`config.mk`:
```
export PLATFORM = sky130hd
export DESIGN_NAME = alu_sequencer
export DESIGN_NICKNAME = d
export VERILOG_FILES = /design/src/rtl/alu_sequencer.sv
export SDC_FILE = /design/constraint.sdc
export NUM_CORES = 1
export LEC_CHECK = 0
export ABC_AREA = 1
export CORE_UTILIZATION = 45
export DETAILED_ROUTE_END_ITERATION = 7
export PLACE_DENSITY = 0.8
export SLEW_MARGIN = 30
export SYNTH_ARGS = -nofsm -noshare
export SYNTH_HDL_FRONTEND = slang
export SYNTH_SLANG_ARGS = --single-unit
export TNS_END_PERCENT = 5
```
`constraint.sdc`:
```
create_clock -name clk -period 2.1 [get_ports clk]
set_input_delay 0.21 -clock clk [delete_from_list [all_inputs] [get_ports clk]]
set_output_delay 0.21 -clock clk [all_outputs]
set_load 0.005 [all_outputs]
```
`src/rtl/alu_sequencer.sv`:
```
// Multi-cycle control sequencer for the 32-bit ALU datapath: fetch, decode and
// per-cycle strobe/alu_op issue for ALU-class instructions.
module alu_sequencer #(
  parameter int unsigned MULDIV_CYCLES = 4
) (
  input  logic       clk,
  input  logic       reset_n,
  input  logic [4:0] ir_opcode,
  input  logic       mem_ack,
  output logic       pc_out,
  output logic       inc_pc,
  output logic       pc_in,
  output logic       mar_in,
  output logic       mem_rd,
  output logic       mdr_in,
  output logic       mdr_out,
  output logic       ir_in,
  output logic       gra,
  output logic       grb,
  output logic       grc,
  output logic       r_in,
  output logic       r_out,
  output logic       c_out,
  output logic       y_in,
  output logic       z_in,
  output logic       z_lo_out,
  output logic       z_hi_out,
  output logic       hi_in,
  output logic       lo_in,
  output logic       hi_out,
  output logic       lo_out,
  output logic [4:0] alu_op,
  output logic       run,
  output logic       illegal
);

  localparam int unsigned CW = $clog2(MULDIV_CYCLES + 1);
  localparam logic [4:0] OP_ADD = 5'b00011;
  localparam logic [4:0] OP_AND = 5'b00101;
  localparam logic [4:0] OP_OR  = 5'b00110;

  typedef enum logic [3:0] {
    S_IDLE, S_T0, S_T1, S_T2, S_DEC, S_E1, S_E2, S_E3, S_E4, S_MD, S_HALT
  } state_t;

  typedef enum logic [2:0] {
    C_ALU, C_IMM, C_UN, C_MD, C_MF, C_NOP, C_HALT, C_BAD
  } op_class_t;

  state_t    state, state_next;
  logic [CW-1:0] cnt, cnt_next;
  logic      t1_wait, t1_wait_next;
  op_class_t cls;

  function automatic op_class_t classify(input logic [4:0] opc);
    case (opc)
      5'b00011, 5'b00100, 5'b00101, 5'b00110, 5'b00111,
      5'b01000, 5'b01001, 5'b01010, 5'b01011: return C_ALU;
      5'b01100, 5'b01101, 5'b01110:           return C_IMM;
      5'b10001, 5'b10010:                     return C_UN;
      5'b01111, 5'b10000:                     return C_MD;
      5'b10111, 5'b11000:                     return C_MF;
      5'b11001:                               return C_NOP;
      5'b11010:                               return C_HALT;
      default:                                return C_BAD;
    endcase
  endfunction

  // Immediate forms reuse the register-form ALU opcodes
  function automatic logic [4:0] imm_alu(input logic [4:0] opc);
    case (opc)
      5'b01101: return OP_AND;
      5'b01110: return OP_OR;
      default:  return OP_ADD;
    endcase
  endfunction

  assign cls = classify(ir_opcode);

  always_ff @(posedge clk) begin
    if (!reset_n) begin
      state   <= S_IDLE;
      cnt     <= '0;
      t1_wait <= 1'b0;
    end else begin
      state   <= state_next;
      cnt     <= cnt_next;
      t1_wait <= t1_wait_next;
    end
  end

  always_comb begin
    state_next   = state;
    cnt_next     = cnt;
    t1_wait_next = 1'b0;
    pc_out = 1'b0; inc_pc = 1'b0; pc_in = 1'b0; mar_in = 1'b0;
    mem_rd = 1'b0; mdr_in = 1'b0; mdr_out = 1'b0; ir_in = 1'b0;
    gra = 1'b0; grb = 1'b0; grc = 1'b0; r_in = 1'b0; r_out = 1'b0;
    c_out = 1'b0; y_in = 1'b0; z_in = 1'b0; z_lo_out = 1'b0; z_hi_out = 1'b0;
    hi_in = 1'b0; lo_in = 1'b0; hi_out = 1'b0; lo_out = 1'b0;
    alu_op = 5'b00000;
    illegal = 1'b0;
    run = (state != S_IDLE) && (state != S_HALT);

    case (state)
      S_IDLE: state_next = S_T0;
      S_T0: begin
        pc_out = 1'b1; mar_in = 1'b1; inc_pc = 1'b1; z_in = 1'b1;
        alu_op = OP_ADD;
        state_next = S_T1;
      end
      // PC reload only on the first T1 cycle; stall cycles just hold the read
      S_T1: begin
        z_lo_out = 1'b1; mem_rd = 1'b1; mdr_in = 1'b1;
        pc_in = !t1_wait;
        if (mem_ack) state_next = S_T2;
        else         t1_wait_next = 1'b1;
      end
      S_T2: begin
        mdr_out = 1'b1; ir_in = 1'b1;
        state_next = S_DEC;
      end
      S_DEC: begin
        case (cls)
          C_NOP:   state_next = S_T0;
          C_HALT:  state_next = S_HALT;
          C_BAD: begin
            illegal = 1'b1;
            state_next = S_T0;
          end
          default: state_next = S_E1;
        endcase
      end
      S_E1: begin
        state_next = S_E2;
        case (cls)
          C_ALU, C_IMM: begin
            grb = 1'b1; r_out = 1'b1; y_in = 1'b1;
          end
          C_UN: begin
            grb = 1'b1; r_out = 1'b1; z_in = 1'b1; alu_op = ir_opcode;
          end
          C_MD: begin
            gra = 1'b1; r_out = 1'b1; y_in = 1'b1;
            cnt_next = CW'(MULDIV_CYCLES - 1);
            state_next = S_MD;
          end
          C_MF: begin
            hi_out = (ir_opcode == 5'b10111);
            lo_out = (ir_opcode != 5'b10111);
            gra = 1'b1; r_in = 1'b1;
            state_next = S_T0;
          end
          default: state_next = S_T0;
        endcase
      end
      S_E2: begin
        state_next = S_E3;
        case (cls)
          C_ALU: begin
            grc = 1'b1; r_out = 1'b1; z_in = 1'b1; alu_op = ir_opcode;
          end
          C_IMM: begin
            c_out = 1'b1; z_in = 1'b1; alu_op = imm_alu(ir_opcode);
          end
          C_UN: begin
            z_lo_out = 1'b1; gra = 1'b1; r_in = 1'b1;
            state_next = S_T0;
          end
          default: state_next = S_T0;
        endcase
      end
      // Multi-cycle mul/div: operand held on the bus, result captured on the last cycle
      S_MD: begin
        grb = 1'b1; r_out = 1'b1; alu_op = ir_opcode;
        if (cnt == '0) begin
          z_in = 1'b1;
          state_next = S_E3;
        end else begin
          cnt_next = cnt - CW'(1);
        end
      end
      S_E3: begin
        z_lo_out = 1'b1;
        if (cls == C_MD) begin
          lo_in = 1'b1;
          state_next = S_E4;
        end else begin
          gra = 1'b1; r_in = 1'b1;
          state_next = S_T0;
        end
      end
      S_E4: begin
        z_hi_out = 1'b1; hi_in = 1'b1;
        state_next = S_T0;
      end
      S_HALT: state_next = S_HALT;
      default: state_next = S_IDLE;
    endcase
  end

endmodule

```
==> qor.json <==
{
  "distinct_cell_type_count_after_synthesis": {"value": 25},
  "cp_top_family": {"value": "buffers and inverters"},
  "async_reset_ff_share": {"value": 0, "unit": "%"},
  "cts.sinks": {"value": 8},
  "synth_fp_nets": {"value": 204},
  "final-setup-viol-count": {"value": 1},
  "timing.critical_path.required": {"value": 1890, "unit": "ps"},
  "groute.layer.met1.usage": {"value": 34.70, "unit": "%"},
  "placementRows": {"value": 17},
  "antenna_violations_before_repair": {"value": 0},
  "final.setup_skew": {"value": 4.278, "unit": "ps"},
  "routed_wirelength": {"value": 3476, "unit": "um"},
  "num_io_pins": {"value": 37},
  "critical-path-slowest-cell": {"value": "clkdlybuf4s50_1"},
  "die_w": {"value": 51.24, "unit": "um"},
  "flop_to_flop_setup_slack": {"value": 530, "unit": "ps"},
  "crit_buf_inv": {"value": 3},
  "min_path_cells": {"value": 2},
  "synth.yosys.seq_area_share": {"value": 14.68, "unit": "%"},
  "clock_insertion_delay_worst_skew": {"value": 270, "unit": "ps"},
  "groute.usage.overall": {"value": 27.44, "unit": "%"},
  "global_route.overflow_total": {"value": 0},
  "post_drt_antenna_nets": {"value": 0},
  "setup_repair_after_global_routing_missed_its_margin": {"value": "yes"},
  "max-vdd-ir-drop": {"value": 430.0, "unit": "uV"},
  "worst_rel_slew_slack": {"value": 64.72, "unit": "%"},
  "synth_warnings": {"value": 0},
  "viasPerCell": {"value": 5.149},
  "p_per_area": {"value": 434.3, "unit": "mW/mm2"},
  "status": {"value": "finished with violations"},
  "grt_max_degree": {"value": 8},
  "port_buffers": {"value": 36},
  "drt_first_pass_iters": {"value": 4},
  "violations": {"value": "setup timing"},
  "finish.net_count": {"value": 269},
  "worst_setup_path_start_kind": {"value": "input port"},
  "post_cts_hold_buffer_count": {"value": 0},
  "gp_congestion": {"value": 0.9150},
  "met2_track_usage_gr": {"value": 47.59, "unit": "%"},
  "root_buffer": {"value": "clkbuf_4"},
  "synth.cells.most_frequent": {"value": "nand2_1 (40), nor2_1 (30), inv_1 (27), nand3_1 (19), inv_2 (11)"},
  "period_share": {"value": 102.8, "unit": "%"},
  "die-area": {"value": 0.002626, "unit": "mm2"},
  "worst_ep_arrival_time": {"value": 1950, "unit": "ps"},
  "power.leakage": {"value": 1.104, "unit": "nW"},
  "number_of_buffers_created_by_cts": {"value": 3},
  "layout.filler_cells": {"value": 163},
  "grt_busiest_layer": {"value": "met2"},
  "wire_per_inst": {"value": 12.37, "unit": "um"},
  "worstHoldStart": {"value": "cnt[2]"},
  "ys_dominant_reg_cell": {"value": "dfxtp_1"},
  "critical-path-max-stage-delay": {"value": 500, "unit": "ps"},
  "min_path_type": {"value": "reg -> reg"},
  "kind_of_end_point_of_the_critical_path": {"value": "output port"},
  "top_cell_type_by_total_area_after_synthesis": {"value": "dfxtp_1"},
  "synthesis.instances": {"value": 190},
  "drc_errors": {"value": 0},
  "areaGrowthSynthToFinish": {"value": 63.53, "unit": "%"},
  "critPathMaxFanout": {"value": 7},
  "detail_route.iter0.violations": {"value": 43},
  "cts_tree": {"value": "done"},
  "drv_cap": {"value": 0},
  "insertedDiodeCount": {"value": 0},
  "die_h": {"value": 51.24, "unit": "um"},
  "worstPathCellList": {"value": "dlygate4sd2_1 -> nor2_2 -> nand3_2 -> nand2_4 -> inv_4 -> nor3_2 -> nand2_2 -> nor2_1 -> clkdlybuf4s50_1"},
  "r2r_end": {"value": "state[2]"},
  "timing.final.hold_violations": {"value": 0},
  "detailedPlace.worstSlack": {"value": -449.2, "unit": "ps"},
  "syn_area": {"value": 0.001091, "unit": "mm2"},
  "initial_utilization": {"value": 48.39, "unit": "%"},
  "clock_pin_slew_worst_setup_and_hold_paths": {"value": 50, "unit": "ps"},
  "fp.coreArea": {"value": 0.002255, "unit": "mm2"},
  "num_vias": {"value": 1447},
  "dpl_cell_area": {"value": 0.001659, "unit": "mm2"},
  "grt_first_pass_wirelength": {"value": 5437, "unit": "um"},
  "post-route-min-period": {"value": 2159, "unit": "ps"},
  "synth.area.top_cells": {"value": "dfxtp_1 (15%), nand2_1 (14%), nor2_1 (10%)"},
  "fin_ws": {"value": -58.94, "unit": "ps"},
  "synth-edff-count": {"value": 0},
  "post_route_cells_drive_above_1_share": {"value": 33.99, "unit": "%"},
  "r2r-start": {"value": "state[0]"},
  "share_of_the_synthesized_area_in_the_top_cell_type": {"value": 14.68, "unit": "%"},
  "min_delay_worst_endpoint": {"value": "cnt[2]"},
  "highest_clock_rate": {"value": 0.4632, "unit": "GHz"},
  "max-clock-path-buffers": {"value": 2},
  "final_max_slew_viol_count": {"value": 0},
  "grt_use_met3": {"value": 5.655, "unit": "%"},
  "syn_avg_cell_area": {"value": 5.742, "unit": "um2"},
  "synth_most_common_cell": {"value": "nand2_1"},
  "dp_hpwl": {"value": 2686, "unit": "um"},
  "postSynthRegisterBits": {"value": 8},
  "path_class": {"value": "in -> out"},
  "htreeDepth": {"value": 1},
  "reg2regPathDepth": {"value": 13},
  "final_cell_area": {"value": 0.001784, "unit": "mm2"},
  "worst-slew-pin-transition": {"value": 523.6, "unit": "ps"},
  "grt_pass1_vias": {"value": 1293}
}
cell families (layout without fill, tap and decap cells):
logic type | Yosys count | in the layout | share of synthesized area, %
simple gates | 114 | 114 | 52.29
buf+inv | 44 | 107 | 17.09
compound gates | 17 | 17 | 8.257
flops | 8 | 8 | 14.68
fa+ha+maj | 6 | 6 | 6.881
xor+xnor | 1 | 1 | 0.8029
stage by stage:
stage	TNS (ps)	power, mW	util, %	hold slack (ps)	instances
2_1_floorplan	0	0.4160	-	307.6	190
3_3_place_gp	-5603	0.6114	73.58	474.6	277
3_5_place_dp	-6472	0.6247	73.58	498.0	277
4_1_cts	-835.4	0.7727	76.80	505.2	281
5_1_grt	-125.9	0.8327	79.13	542.1	281
6_report	-58.94	0.7748	79.13	501.0	281
worst reg2reg max path: cells and delay by family (launching register included):
family	cells	cell delay (ps)
buffers and inverters	4	330
flip-flops	1	330
AND/OR/NAND/NOR	8	750
AO/OA/AOI/OAI	1	90
sequential cells by signal, indices dropped and copies added (netlist names):
register  flops
state         4
t1_wait       1
cnt           3
cell usage in the layout (no fill, tap or decap):
cell type        Yosys  final
dlygate4sd2_1        0      6
o21ai_2              1      1
o21ai_0              6      6
nor4_2               0      1
nor2_4               3      4
nor2_1              30     27
nand4_1              4      4
dfxtp_1              8      5
ha_2                 0      2
o21ai_1              1      1
nor2_2               1      3
clkbuf_4             0      3
inv_1               27     24
clkdlybuf4s50_1      0     15
inv_4                1      1
nor3_2               1      1
xnor2_1              1      1
nand2_2              4      7
inv_2               11     14
dlymetal6s2s_1       0     12
buf_4                5     30
a31oi_1              1      1
ha_1                 6      4
nand3_4              0      1
a21oi_1              8      8
clkdlybuf4s15_2      0      2
nand2_4              3      5
nand3b_1             1      1
nand3_1             19     16
dfxtp_2              0      3
nand2_1             40     35
nor3_1               1      1
nand3_2              6      8
layer usage:
layer | share of wire, % | routed length (um) | vias to the layer above
met3 | 7.5 | 259 | 8
met4 | 1.5 | 53 | 0
met5 | 0 | 0 | -
met1 | 44 | 1540 | 645
met2 | 47 | 1623 | 70
li1 | - | - | 724
where the power goes:
part           switching, mW  total, mW  internal, mW
Combinational          0.235      0.462         0.227
Clock                 0.0590      0.125        0.0658
Sequential            0.0175      0.188         0.170
cell type report:
| cell class | instances | area (um2) | share of cell area (%) |
|---|---|---|---|
| multi-input combinational | 138 | 813.3 | 45.58 |
| timing repair buffer | 65 | 600.6 | 33.66 |
| sequential | 8 | 163.9 | 9.187 |
| inverter | 39 | 148.9 | 8.345 |
| tap | 28 | 35.03 | 1.964 |
| clock buffer | 3 | 22.52 | 1.262 |
repair_timing:
| item | CTS | global route |
|---|---|---|
| pin swaps | 3 | 2 |
| gates resized for setup | 31 | 18 |
| setup buffers | 1 | 0 |
| hold endpoints to repair | 0 | 0 |
| setup endpoints to repair | 18 | 14 |
how the worst max path moves through the flow:
stage,start,to,cells after the start
after floorplan,ir_opcode[0],alu_op[2],13
after global placement,ir_opcode[0],alu_op[2],15
after detailed placement,ir_opcode[0],alu_op[2],15
after CTS,ir_opcode[2],alu_op[2],13
after global routing,state[0],hi_out,9
final,ir_opcode[2],hi_out,9
Note: power is estimated with default switching activity, not from simulation.
